`src/rtl/id_stage_pipe.sv`:
```
// rtl/id_stage_pipe.sv - registered decode stage for the logical instruction group with EX/MEM forwarding
module id_stage_pipe #(
  parameter int DATA_W     = 32,
  parameter int ADDR_W     = 32,
  parameter int REG_ADDR_W = 5,
  parameter int FWD_EN     = 1,
  parameter int CNT_W      = 16
) (
  input  logic                  clk,
  input  logic                  rst,
  input  logic                  in_valid,
  output logic                  in_ready,
  input  logic [ADDR_W-1:0]     pc_i,
  input  logic [31:0]           inst_i,
  output logic                  reg1_read_o,
  output logic                  reg2_read_o,
  output logic [REG_ADDR_W-1:0] reg1_addr_o,
  output logic [REG_ADDR_W-1:0] reg2_addr_o,
  input  logic [DATA_W-1:0]     reg1_data_i,
  input  logic [DATA_W-1:0]     reg2_data_i,
  input  logic                  ex_wreg_i,
  input  logic [REG_ADDR_W-1:0] ex_wd_i,
  input  logic [DATA_W-1:0]     ex_wdata_i,
  input  logic                  mem_wreg_i,
  input  logic [REG_ADDR_W-1:0] mem_wd_i,
  input  logic [DATA_W-1:0]     mem_wdata_i,
  input  logic                  flush_i,
  output logic                  out_valid,
  input  logic                  out_ready,
  output logic [ADDR_W-1:0]     pc_o,
  output logic [7:0]            aluop_o,
  output logic [2:0]            alusel_o,
  output logic [DATA_W-1:0]     reg1_o,
  output logic [DATA_W-1:0]     reg2_o,
  output logic [REG_ADDR_W-1:0] wd_o,
  output logic                  wreg_o,
  output logic                  illegal_o,
  output logic [CNT_W-1:0]      illegal_cnt_o
);

  localparam logic [7:0] ALU_NOP   = 8'h00;
  localparam logic [7:0] ALU_OR    = 8'h25;
  localparam logic [2:0] SEL_NOP   = 3'b000;
  localparam logic [2:0] SEL_LOGIC = 3'b001;

  logic [5:0]            op;
  logic [4:0]            sa;
  logic [5:0]            funct;
  logic [REG_ADDR_W-1:0] rs_addr;
  logic [REG_ADDR_W-1:0] rt_addr;
  logic [REG_ADDR_W-1:0] rd_addr;
  logic [DATA_W-1:0]     imm_zx;
  logic [DATA_W-1:0]     lui_val;

  assign op      = inst_i[31:26];
  assign sa      = inst_i[10:6];
  assign funct   = inst_i[5:0];
  assign rs_addr = REG_ADDR_W'(inst_i[25:21]);
  assign rt_addr = REG_ADDR_W'(inst_i[20:16]);
  assign rd_addr = REG_ADDR_W'(inst_i[15:11]);
  assign imm_zx  = {{(DATA_W-16){1'b0}}, inst_i[15:0]};
  assign lui_val = imm_zx << 16;

  // r0 reads as zero; EX is younger than MEM so it wins when both target the register
  function automatic logic [DATA_W-1:0] operand(input logic [REG_ADDR_W-1:0] addr,
                                                input logic [DATA_W-1:0]     rf_data);
    if (addr == '0)
      return '0;
    else if (FWD_EN != 0 && ex_wreg_i && ex_wd_i == addr)
      return ex_wdata_i;
    else if (FWD_EN != 0 && mem_wreg_i && mem_wd_i == addr)
      return mem_wdata_i;
    else
      return rf_data;
  endfunction

  logic                  dec_read1;
  logic                  dec_read2;
  logic [7:0]            dec_aluop;
  logic [2:0]            dec_alusel;
  logic [DATA_W-1:0]     dec_reg1;
  logic [DATA_W-1:0]     dec_reg2;
  logic [REG_ADDR_W-1:0] dec_wd;
  logic                  dec_wreg;
  logic                  dec_illegal;

  always_comb begin
    dec_read1   = 1'b0;
    dec_read2   = 1'b0;
    dec_aluop   = ALU_NOP;
    dec_alusel  = SEL_NOP;
    dec_reg1    = '0;
    dec_reg2    = '0;
    dec_wd      = '0;
    dec_wreg    = 1'b0;
    dec_illegal = 1'b0;
    case (op)
      6'b001100, 6'b001101, 6'b001110: begin
        // op[1:0] 00/01/10 maps onto AND/OR/XOR, which share the 8'h24 base
        dec_read1  = 1'b1;
        dec_aluop  = {6'b001001, op[1:0]};
        dec_alusel = SEL_LOGIC;
        dec_reg1   = operand(rs_addr, reg1_data_i);
        dec_reg2   = imm_zx;
        dec_wd     = rt_addr;
        dec_wreg   = 1'b1;
      end
      6'b001111: begin
        dec_aluop  = ALU_OR;
        dec_alusel = SEL_LOGIC;
        dec_reg1   = lui_val;
        dec_wd     = rt_addr;
        dec_wreg   = 1'b1;
      end
      6'b000000: begin
        if (inst_i == 32'h0) begin
          dec_illegal = 1'b0;
        end else if (sa == 5'd0 && funct[5:2] == 4'b1001) begin
          dec_read1  = 1'b1;
          dec_read2  = 1'b1;
          dec_aluop  = {2'b00, funct};
          dec_alusel = SEL_LOGIC;
          dec_reg1   = operand(rs_addr, reg1_data_i);
          dec_reg2   = operand(rt_addr, reg2_data_i);
          dec_wd     = rd_addr;
          dec_wreg   = 1'b1;
        end else begin
          dec_illegal = 1'b1;
        end
      end
      default: dec_illegal = 1'b1;
    endcase
  end

  assign reg1_read_o = dec_read1 && !rst;
  assign reg2_read_o = dec_read2 && !rst;
  assign reg1_addr_o = rst ? '0 : rs_addr;
  assign reg2_addr_o = rst ? '0 : rt_addr;

  logic capture;
  assign in_ready = !rst && !flush_i && (!out_valid || out_ready);
  assign capture  = in_valid && in_ready;

  always_ff @(posedge clk) begin
    if (rst) begin
      out_valid     <= 1'b0;
      pc_o          <= '0;
      aluop_o       <= ALU_NOP;
      alusel_o      <= SEL_NOP;
      reg1_o        <= '0;
      reg2_o        <= '0;
      wd_o          <= '0;
      wreg_o        <= 1'b0;
      illegal_o     <= 1'b0;
      illegal_cnt_o <= '0;
    end else if (flush_i) begin
      out_valid <= 1'b0;
    end else if (capture) begin
      out_valid <= 1'b1;
      pc_o      <= pc_i;
      aluop_o   <= dec_aluop;
      alusel_o  <= dec_alusel;
      reg1_o    <= dec_reg1;
      reg2_o    <= dec_reg2;
      wd_o      <= dec_wd;
      wreg_o    <= dec_wreg;
      illegal_o <= dec_illegal;
      if (dec_illegal && illegal_cnt_o != '1)
        illegal_cnt_o <= illegal_cnt_o + CNT_W'(1);
    end else if (out_ready) begin
      out_valid <= 1'b0;
    end
  end

endmodule

```
`config.mk`:
```
export PLATFORM = sky130hd
export DESIGN_NAME = id_stage_pipe
export DESIGN_NICKNAME = d
export VERILOG_FILES = /design/src/rtl/id_stage_pipe.sv
export SDC_FILE = /design/constraint.sdc
export NUM_CORES = 1
export LEC_CHECK = 0
export BUFFER_PORTS_ARGS = -buffer_cell sky130_fd_sc_hd__buf_4
export CAP_MARGIN = 20
export CORE_AREA = 2 2 137 139
export DETAILED_ROUTE_END_ITERATION = 10
export DIE_AREA = 0 0 139 141
export PLACE_DENSITY = 0.69
export SLEW_MARGIN = 20
export SYNTH_ARGS = -nofsm -noshare
export SYNTH_HDL_FRONTEND = slang
export SYNTH_SLANG_ARGS = --single-unit
```
`constraint.sdc`:
```
create_clock -name clk -period 2.4 [get_ports clk]
set_clock_uncertainty 0.1 [all_clocks]
set_input_delay 0.24 -clock clk [delete_from_list [all_inputs] [get_ports clk]]
set_output_delay 0.24 -clock clk [all_outputs]
set_load 0.005 [all_outputs]
```
==> results of run 1 <==
-- timing repair --
item / 4_1_cts / 5_1_grt
pin swaps: 0 / 2
endpoints found under the setup margin: 11 / 4
resized for setup: 4 / 4
hold endpoints to repair: 37 / 0
hold buffers: 37 / 0
-- layer usage --
| layer | wire length, um | up-vias | part of all wire (%) | track usage [%] |
|---|---|---|---|---|
| li1 | - | 3603 | - | - |
| met1 | 10500 | 3498 | 40 | 30.0 |
| met2 | 12700 | 292 | 49 | 44.9 |
| met3 | 1860 | 49 | 7.2 | 8.32 |
| met4 | 798 | 0 | 3.1 | 9.62 |
| met5 | 0 | - | 0 | 0 |
-- registers in the layout, indices dropped and copies added, names as in the netlist --
register,flops
illegal_o,1
reg2_o,32
out_valid,1
aluop_o,6
illegal_cnt_o,16
reg1_o,32
pc_o,32
wd_o,5
alusel_o,1
-- placed cells by master (no fill, tap or decap), types with 3 or more instances in the layout --
cell,n
sky130_fd_sc_hd__buf_4,388
sky130_fd_sc_hd__dfxtp_1,125
sky130_fd_sc_hd__nand2_1,103
sky130_fd_sc_hd__nor2_1,88
sky130_fd_sc_hd__a21oi_1,69
sky130_fd_sc_hd__mux2i_1,65
sky130_fd_sc_hd__a22oi_1,38
sky130_fd_sc_hd__dlygate4sd3_1,37
sky130_fd_sc_hd__a211o_1,32
sky130_fd_sc_hd__xor2_1,17
sky130_fd_sc_hd__clkbuf_16,17
sky130_fd_sc_hd__a221oi_1,16
sky130_fd_sc_hd__a211oi_1,16
sky130_fd_sc_hd__a21o_1,16
sky130_fd_sc_hd__a22o_1,16
sky130_fd_sc_hd__or4_1,12
sky130_fd_sc_hd__nor2b_1,12
sky130_fd_sc_hd__o31ai_1,8
sky130_fd_sc_hd__or3_1,7
sky130_fd_sc_hd__buf_12,7
sky130_fd_sc_hd__nor4_1,6
sky130_fd_sc_hd__nand3_1,6
sky130_fd_sc_hd__nor3_1,5
sky130_fd_sc_hd__nand4_1,5
sky130_fd_sc_hd__o21ai_1,5
sky130_fd_sc_hd__xnor2_1,4
sky130_fd_sc_hd__and3_1,4
sky130_fd_sc_hd__and2_1,4
sky130_fd_sc_hd__conb_1,4
sky130_fd_sc_hd__clkbuf_1,4
sky130_fd_sc_hd__bufinv_16,4
sky130_fd_sc_hd__clkbuf_8,4
sky130_fd_sc_hd__o21a_1,3
sky130_fd_sc_hd__inv_1,3
-- cell type report --
type | count | area (um^2) | share of cell area, %
clock buffers | 25 | 495 | 4.66
clock inverters | 6 | 130 | 1.22
inverters | 3 | 11.3 | 0.106
multi-input cells | 584 | 3740 | 35.2
flip-flops and latches | 126 | 2520 | 23.7
well taps | 234 | 293 | 2.76
repair buffers | 433 | 3430 | 32.3
-- worst paths after layout --
kind / start / to / slack [ps]
hold / removal: flush_i / out_valid / 20
setup reg to reg: out_valid / illegal_cnt_o[15] / 60
hold reg to reg: reg2_o[23] / reg2_o[23] / 350
setup / recovery: out_valid / illegal_cnt_o[15] / 60
-- worst max-delay path: cells and delay by family (launching register included) --
family / cells / cell delay [ps]
buffers and inverters: 2 / 330
DFF: 1 / 320
and+or+nand+nor: 3 / 1110
AOI/OAI and AO/OA: 3 / 380
-- per-stage QoR --
stage	worst slack (ps)	area [um^2]	hold slack (ps)	instances	util, %
after CTS	8.48	10600	10.3	1411	58.1
after global routing	-6.18	10600	6.60	1411	58.2
after global placement	-152	9600	335	1343	52.5
after floorplan	92.1	6500	217	781	-
after detailed placement	-212	9600	340	1343	52.5
final	64.7	10600	21.0	1411	58.2
-- cell families after synthesis --
family | count (synthesis)
buffers and inverters | 71
other | 1
AND/OR/NAND/NOR | 264
XOR/XNOR | 21
AO/OA/AOI/OAI | 229
multiplexers | 65
flip-flops | 126
adder cells (fa/ha/maj) | 1
-- power groups by stage --
stage | Sequential, mW | Clock, mW | Combinational, mW
global route | 2.13 | 2.92 | 0.820
global placement | 2.17 | 0 | 0.699
floorplan | 2.18 | 0 | 0.225
CTS | 2.13 | 2.81 | 0.759
finish | 2.13 | 2.76 | 0.759
detailed placement | 2.18 | 0 | 0.704
==> run summary, run 1 <==
leakage dissipation: 4.66 nW
number of I/O pins: 353
sequential area share after synthesis: 38.9%
die width: 139 um
HP Class: input port to flop
share of the clock period used by the worst path: 97.3%
Comb pwr share: 13.4%
count of yosys warnings during synthesis: 0
insertion delay of the later-clocked pin in the worst-skew pair: 420 ps
dominant cells by area after synthesis: sky130_fd_sc_hd__dfxtp_1 (39%), sky130_fd_sc_hd__mux2i_1 (10%), sky130_fd_sc_hd__nand2_1 (6.0%)
xor and xnor area share after synthesis: 2.83%
Pre-Repair DR Iteration Count: 5
library cell with the highest instance count after synthesis: sky130_fd_sc_hd__dfxtp_1
synthesized flop and latch total: 126
Worst R2R Path Depth: 8
leading post-synthesis cells by instance count: sky130_fd_sc_hd__dfxtp_1 (126), sky130_fd_sc_hd__nand2_1 (103), sky130_fd_sc_hd__nor2_1 (89), sky130_fd_sc_hd__a21oi_1 (70), sky130_fd_sc_hd__mux2i_1 (65)
pwr/cell area: 532 nW/um^2
via count of the first global-routing pass: 7358
clock network fraction of design power: 48.8%
TritonCTS clock tree: built
total clock buffers created by CTS: 17
leftover overflow at the end of global routing: 0
number of endpoints with negative hold slack in the final report: 0
standard cell core area: 18300 um^2
DRC violations left: 0
status: finished clean
root buffer cell: sky130_fd_sc_hd__clkbuf_16
Slew Viols, Final: 0
minimum clock period: 2340 ps
Port-buffer cells: 348
Overall Power: 5.65 mW
Die ar.: 19600 um^2
pin count of the biggest net entering global routing: 74
critical path's most frequent cell: sky130_fd_sc_hd__buf_4
Area Growth Syn to Fin: 63.7%
Max H-tree Level: 4
number of sinks on the clock net: 126
multiplexer share of the synthesized area: 10.0%
critical path, cell by cell: nor2b_1, or4b_4, a211oi_2, buf_4, o21ai_2, buf_4, or4_1, a21oi_1
worst relative slew slack: 45.2%
top cell type's share of synthesized area: 38.9%
Antenna Cells: 0
fraction of the mapped netlist area in simple logic gates: 18.4%
number of design-rule violations left by the first detailed-router iteration: 332
number of max-cap violations: 0
antenna violations before repair: 0
fraction of layout instances using a drive strength above 1: 37.5%
clock-pin slew on the worst setup and hold paths: 50 ps
Detail Route Antenna Nets: 0
CP Capture Type: flop
post-DR wirelength/cell: 18.3 um
wire length of the first global-routing pass: 40.1 mm
CP Data Required Time: 2640 ps
post-route setup TNS: 0 ps
Switching Share: 22.4%
via count: 7442
net switching power figure: 1.26 mW
portion of total power attributed to sequential cells: 37.7%
Max Root-Sink Buffers: 2
mean cell area of the mapped netlist: 8.34 um^2
startpoint-to-endpoint class of the critical path: flop to flop
number of setup buffers added after CTS: 0
Max Clk Rate: 428 MHz
share of flip-flops with an asynchronous set or reset: 0%
cell type contributing the most total cell area after synthesis: sky130_fd_sc_hd__dfxtp_1
Critical Path Slowest Stage Cell: sky130_fd_sc_hd__or4b_4
delay of the slowest cell on the worst path: 510 ps
Internal: 4.38 mW
VDD IR-drop max: 0.000489 V
WL final: 25.8 mm
# rows: 50
most used flip-flop cell after synthesis: sky130_fd_sc_hd__dfxtp_1
number of standard cells after synthesis: 778
Post-Synthesis Cell Area: 6490 um^2
Final setup violation count: 0
dominant combinational cell family by area after synthesis: compound AO/OA/AOI/OAI gates
worst hold stages: 3
top fanout value on the critical path: 12
Arrival @ worst endpoint: 2570 ps
number of enable-type register cells in the synthesized netlist: 0
share of synthesized cell area in full adder, half adder and majority cells: 0.193%
combined global-route utilization of all metal layers: 25.9%
post-DP HPWL: 18.9 mm
initial cell density of the core: 35.5%
gpl congestion: 0.849
Worst Tran Pin Value: 822 ps
count of fill cells added during filler insertion: 1704
Via-to-Cell Ratio: 5.27
fraction of the mapped netlist area in compound gates: 24.8%
CP Launch Type: flop
Distinct cells, synth: 46
die height: 141 um
unrepaired setup endpoints after global routing: true
# nets final: 1375
Note: power is estimated with default switching activity, not from simulation.
==> inputs of run 2 (changes only) <==
- PLACE_DENSITY: 0.69 -> unset
- PLACE_DENSITY_LB_ADDON: unset -> 0.08
==> run summary, run 2 (same netlist as run 1, synthesis figures left out) <==
antenna violations before repair: 0 (unchanged)
total met2 wirelength after detailed routing: 12.4 mm (-2.2%)
Port-buffer cells: 348 (unchanged)
Die ar.: 19600 um^2 (unchanged)
via count of the first global-routing pass: 7076 (-3.8%)
hold_ws: 17.3 ps (-3.67 ps)
pwr/cell area: 505 nW/um^2 (-5.1%)
Arrival @ worst endpoint: 2540 ps (-30 ps)
number of design-rule violations left by the first detailed-router iteration: 333 (+0.30%)
top fanout value on the critical path: 29 (+17)
routed length on met1: 10.3 mm (-1.6%)
most frequent standard cell in the layout excluding fill and tap cells: sky130_fd_sc_hd__buf_4
Met3 Wirelength: 1.67 mm (-10%)
wire length of the first global-routing pass: 38.7 mm (-3.5%)
gpl congestion: 0.832 (-2.1%)
CP Capture Type: flop
delay of the slowest cell on the worst path: 500 ps (about the same)
leading cell types in the layout, fill and taps excluded: sky130_fd_sc_hd__buf_4 (379), sky130_fd_sc_hd__dfxtp_1 (126), sky130_fd_sc_hd__nand2_1 (103), sky130_fd_sc_hd__nor2_1 (88), sky130_fd_sc_hd__a21oi_1 (70)
Max H-tree Level: 4 (unchanged)
HP Class: input port to flop
Worst Tran Pin Value: 1000 ps (+179 ps)
Max Clk Rate: 435 MHz (+1.5%)
clock-pin slew on the worst setup and hold paths: 60 ps (about the same)
post-DP HPWL: 18.4 mm (-2.6%)
CP Launch Type: flop
die height: 141 um (unchanged)
fraction of layout instances using a drive strength above 1: 37.1% (-0.39 points)
number of I/O pins: 353 (unchanged)
registers with the highest flip-flop counts: pc_o: 32 flops, reg1_o: 32 flops, reg2_o: 32 flops
share of the clock period used by the worst path: 95.9% (-1.4 points)
VDD IR-drop max: 0.000452 V (-7.5%)
number of max-cap violations: 0 (unchanged)
pin count of the biggest net entering global routing: 89 (+20%)
least setup slack across all paths after layout: 98.5 ps (+33.8 ps)
startpoint-to-endpoint class of the critical path: flop to flop
Via-to-Cell Ratio: 5.19 (-1.7%)
Highest Signal Layer: met4
leakage dissipation: 4.61 nW (-0.96%)
post-DR wirelength/cell: 17.8 um (-2.7%)
DRC violations left: 0 (unchanged)
total clock buffers created by CTS: 17 (unchanged)
Critical Path Slowest Stage Cell: sky130_fd_sc_hd__or4b_4
status: finished clean
Detail Route Antenna Nets: 0 (unchanged)
Max Root-Sink Buffers: 2 (unchanged)
cell family with the largest share of critical-path delay: simple AND/OR/NAND/NOR gates
Pre-Repair DR Iteration Count: 5 (unchanged)
minimum clock period: 2300 ps (-33.8 ps)
initial cell density of the core: 35.5% (unchanged)
post-route setup TNS: 0 ps (unchanged)
number of sinks on the clock net: 126 (unchanged)
# nets final: 1373 (-0.15%)
CP Data Required Time: 2640 ps (about the same)
critical path, cell by cell: nor2b_1, or4b_4, a211oi_2, buf_4, o21ai_2, buf_12, or4_1, a21oi_1
via count: 7313 (-1.7%)
die width: 139 um (unchanged)
worst relative slew slack: 33.3% (-12 points)
insertion delay of the later-clocked pin in the worst-skew pair: 410 ps (about the same)
WL final: 25.1 mm (-2.8%)
Area Growth Syn to Fin: 63.2%
standard cell core area: 18300 um^2 (unchanged)
Finished Core Util: 58.0% (-0.16 points)
unrepaired setup endpoints after global routing: false
Final setup violation count: 0 (unchanged)
number of endpoints with negative hold slack in the final report: 0 (unchanged)
TritonCTS clock tree: built
Slew Viols, Final: 0 (unchanged)
combined global-route utilization of all metal layers: 25.0% (-0.95 points)
leftover overflow at the end of global routing: 0 (unchanged)
# rows: 50 (unchanged)
root buffer cell: sky130_fd_sc_hd__clkbuf_16
Antenna Cells: 0 (unchanged)
Worst Setup Slack post-DPL: -207 ps (+5.66 ps)
reg2reg setup slack: 100 ps (+30 ps)
CP bufs+invs: 2 (unchanged)
==> run 2: cell count changes in the layout (fill, tap and decap cells not counted), moves of 3 or more <==
cell	change
sky130_fd_sc_hd__buf_12	+4
sky130_fd_sc_hd__buf_4	-9
sky130_fd_sc_hd__inv_6	+4
sky130_fd_sc_hd__clkinv_4	+3
sky130_fd_sc_hd__dlygate4sd3_1	+4
sky130_fd_sc_hd__clkinvlp_4	+5
sky130_fd_sc_hd__clkbuf_1	-4
sky130_fd_sc_hd__clkbuf_8	-4
sky130_fd_sc_hd__bufinv_16	-3
==> run 2: metrics by stage <==
step           cell area [um^2]  instances  power, mW
2_1_floorplan              6500        781       2.40
3_3_place_gp               9600       1337       2.87
3_5_place_dp               9600       1337       2.87
4_1_cts                   10600       1410       5.40
5_1_grt                   10600       1410       5.57
6_report                  10600       1410       5.35
==> run 2: worst paths after layout <==
path / start / to / cells after the start
max: out_valid / illegal_cnt_o[13] / 8
min reg2reg: reg2_o[28] / reg2_o[28] / 1
max reg2reg: out_valid / illegal_cnt_o[13] / 8
min: inst_i[14] / reg2_o[14] / 3
==> run 2: timing repair <==
| action | in CTS | in global routing |
|---|---|---|
| endpoints found under the setup margin | 11 | 4 |
| hold endpoints to repair | 41 | 0 |
| gates resized for setup | 2 | 1 |
| hold buffers | 41 | 0 |
| buffers inserted | 0 | 0 |
| pin swaps | 0 | 1 |
==> run 2: cell type report <==
class | count | area, um^2
clock buffer | 17 | 425
clock inverter | 15 | 139
fill | 1715 | 7670
inverter | 3 | 11.3
multi-input combinational | 584 | 3730
sequential | 126 | 2520
tap | 234 | 293
timing repair buffer | 431 | 3480
==> run 2: worst min-delay path, delay by kind of cell <==
kind                   cells  cell delay (ps)
buffers and inverters      1              130
AOI/OAI and AO/OA          1               70
and+or+nand+nor            1               50
==> run 2: per-layer routing <==
layer | vias to the layer above | track usage, %
li1 | 3591 | -
met1 | 3416 | 30.0
met5 | - | 0
met3 | 44 | 7.24
met2 | 262 | 42.2
met4 | 0 | 9.94
==> run 2: report_power, final <==
group / switching [mW] / total [mW] / internal, mW
Combinational: 0.327 / 0.755 / 0.428
Sequential: 0.0135 / 2.13 / 2.12
Clock: 1.03 / 2.46 / 1.44
==> inputs of run 3 (changes only) <==
- SLEW_MARGIN: 20 -> unset
- clock period: 2.4 -> 1.9 ns (I/O delays scaled with it)
==> run summary, run 3 (same netlist as run 1, synthesis figures left out) <==
TritonCTS clock tree: built
post-route setup TNS: -16250 ps (-16250 ps)
post-DR wirelength/cell: 18.4 um (+3.1%)
leakage dissipation: 5.22 nW (+13%)
# rows: 50 (unchanged)
most frequent standard cell in the layout excluding fill and tap cells: sky130_fd_sc_hd__buf_4
Finished Core Util: 65.0% (+7.0 points)
top fanout value on the critical path: 29 (unchanged)
final cell count without fillers: 1489 (+5.6%)
Arrival @ worst endpoint: 2500 ps (-40 ps)
Worst Setup Slack post-DPL: -622 ps (-415 ps)
VDD IR-drop max: 0.000602 V (+33%)
CP Capture Type: flop
number of design-rule violations left by the first detailed-router iteration: 297 (-11%)
startpoint-to-endpoint class of the critical path: flop to flop
number of cells after detailed placement: 1388 (+3.8%)
die height: 141 um (unchanged)
via count: 7673 (+4.9%)
Max Root-Sink Buffers: 2 (unchanged)
number of sinks on the clock net: 126 (unchanged)
total clock buffers created by CTS: 17 (unchanged)
pin count of the biggest net entering global routing: 89 (unchanged)
WL final: 27.3 mm (+8.8%)
Via-to-Cell Ratio: 5.15 (-0.64%)
CP Data Required Time: 2140 ps (-500 ps)
registers with the highest flip-flop counts: pc_o: 32 flops, reg1_o: 32 flops, reg2_o: 32 flops
number of I/O pins: 353 (unchanged)
antenna violations before repair: 0 (unchanged)
number of max-cap violations: 0 (unchanged)
least setup slack across all paths after layout: -358 ps (-457 ps)
Die ar.: 19600 um^2 (unchanged)
reg2reg setup slack: -360 ps (-460 ps)
minimum clock period: 2260 ps (-43.4 ps)
Max Clk Rate: 443 MHz (+1.9%)
CP Launch Type: flop
Worst R2R Path Depth: 7 (-1)
pwr/cell area: 616 nW/um^2 (+22%)
leading cell types in the layout, fill and taps excluded: sky130_fd_sc_hd__buf_4 (432), sky130_fd_sc_hd__dfxtp_1 (125), sky130_fd_sc_hd__nand2_1 (103), sky130_fd_sc_hd__nor2_1 (80), sky130_fd_sc_hd__a21oi_1 (66)
combined global-route utilization of all metal layers: 27.3% (+2.3 points)
wire length of the first global-routing pass: 41.9 mm (+8.5%)
Slew Viols, Final: 0 (unchanged)
insertion delay of the later-clocked pin in the worst-skew pair: 420 ps (about the same)
HP Class: input port to flop
fraction of layout instances using a drive strength above 1: 45.7% (+8.7 points)
number of endpoints with negative hold slack in the final report: 0 (unchanged)
# nets final: 1452 (+5.8%)
leftover overflow at the end of global routing: 0 (unchanged)
Max H-tree Level: 4 (unchanged)
count of fill cells added during filler insertion: 1608 (-6.2%)
status: finished, violations left
post-DP HPWL: 18.9 mm (+2.7%)
RR Endpoint: illegal_cnt_o[9]
Worst Tran Pin Value: 980 ps (-20.8 ps)
unrepaired setup endpoints after global routing: true
Area Growth Syn to Fin: 82.9%
clock-pin slew on the worst setup and hold paths: 60 ps (about the same)
die width: 139 um (unchanged)
start point of the critical path: out_valid
root buffer cell: sky130_fd_sc_hd__clkbuf_16
Port-buffer cells: 348 (unchanged)
worst relative slew slack: 34.7% (+1.4 points)
Detail Route Antenna Nets: 0 (unchanged)
Crit Reg-Reg Startpoint: out_valid
violated checks: setup timing
crit path capture: illegal_cnt_o[9]
standard cell core area: 18300 um^2 (unchanged)
Antenna Cells: 0 (unchanged)
DRC violations left: 0 (unchanged)
Final setup violation count: 92 (+92)
Pre-Repair DR Iteration Count: 5 (unchanged)
initial cell density of the core: 35.5% (unchanged)
via count of the first global-routing pass: 7579 (+7.1%)
gpl congestion: 0.798 (-4.1%)
share of the clock period used by the worst path: 119% (+23 points)
==> run 3: final cells by class <==
type                    instances  area [um^2]  area share [%]
clock inverters                15          208            1.75
repair buffers                510         4360            36.7
multi-input cells             584         4050            34.1
clock buffers                  17          425            3.58
flip-flops and latches        126         2520            21.3
inverters                       3         11.3          0.0949
well taps                     234          293            2.47
==> run 3: how the worst min path moves through the flow <==
stage,start,slack [ps],to,cells past startpoint
after detailed placement,reg2_o[19],340,reg2_o[19],1
after CTS,inst_i[6],1,reg2_o[6],4
after global routing,inst_i[4],20,reg2_o[4],4
after global placement,pc_i[28],340,pc_o[28],3
after floorplan,flush_i,170,out_valid,1
final,inst_i[6],20,reg2_o[6],4
==> run 3: metrics by stage <==
step	power (mW)	area [um^2]	hold slack, ps
3_3_place_gp	3.67	10100	336
3_5_place_dp	3.68	10100	341
5_1_grt	7.60	11900	18.4
6_report	7.31	11900	19.1
2_1_floorplan	3.04	6580	167
4_1_cts	7.38	11900	1.35
==> run 3: per-layer routing <==
| layer | track usage (%) | share of wire, % | vias up |
|---|---|---|---|
| li1 | - | - | 3758 |
| met1 | 34.0 | 43 | 3593 |
| met2 | 46.2 | 48 | 279 |
| met3 | 7.24 | 6.9 | 43 |
| met4 | 8.77 | 2.1 | 0 |
| met5 | 0 | 0 | - |
==> run 3: critical path, cell delays in order, from the launching register on <==
cell and delay, ps:
sky130_fd_sc_hd__dfxtp_2 320, sky130_fd_sc_hd__nor2b_4 120, sky130_fd_sc_hd__or4b_4 510, sky130_fd_sc_hd__a211oi_4 270
sky130_fd_sc_hd__o21ai_2 100, sky130_fd_sc_hd__buf_12 170, sky130_fd_sc_hd__or4_4 470, sky130_fd_sc_hd__a21oi_1 130
==> run 3: power by group <==
group          internal, mW  leakage, nW  switching, mW
sequential             2.67         1.02         0.0164
clock                  2.22        0.309           1.28
combinational         0.659         3.89          0.466
total                  5.55         5.22           1.76
==> run 3: what timing repair did <==
action,4_1_cts,5_1_grt
resized for setup,88,15
cloned,12,0
hold endpoints to repair,37,0
hold buffers,37,0
setup buffers,20,5
pin swaps,59,11
endpoints found under the setup margin,94,118
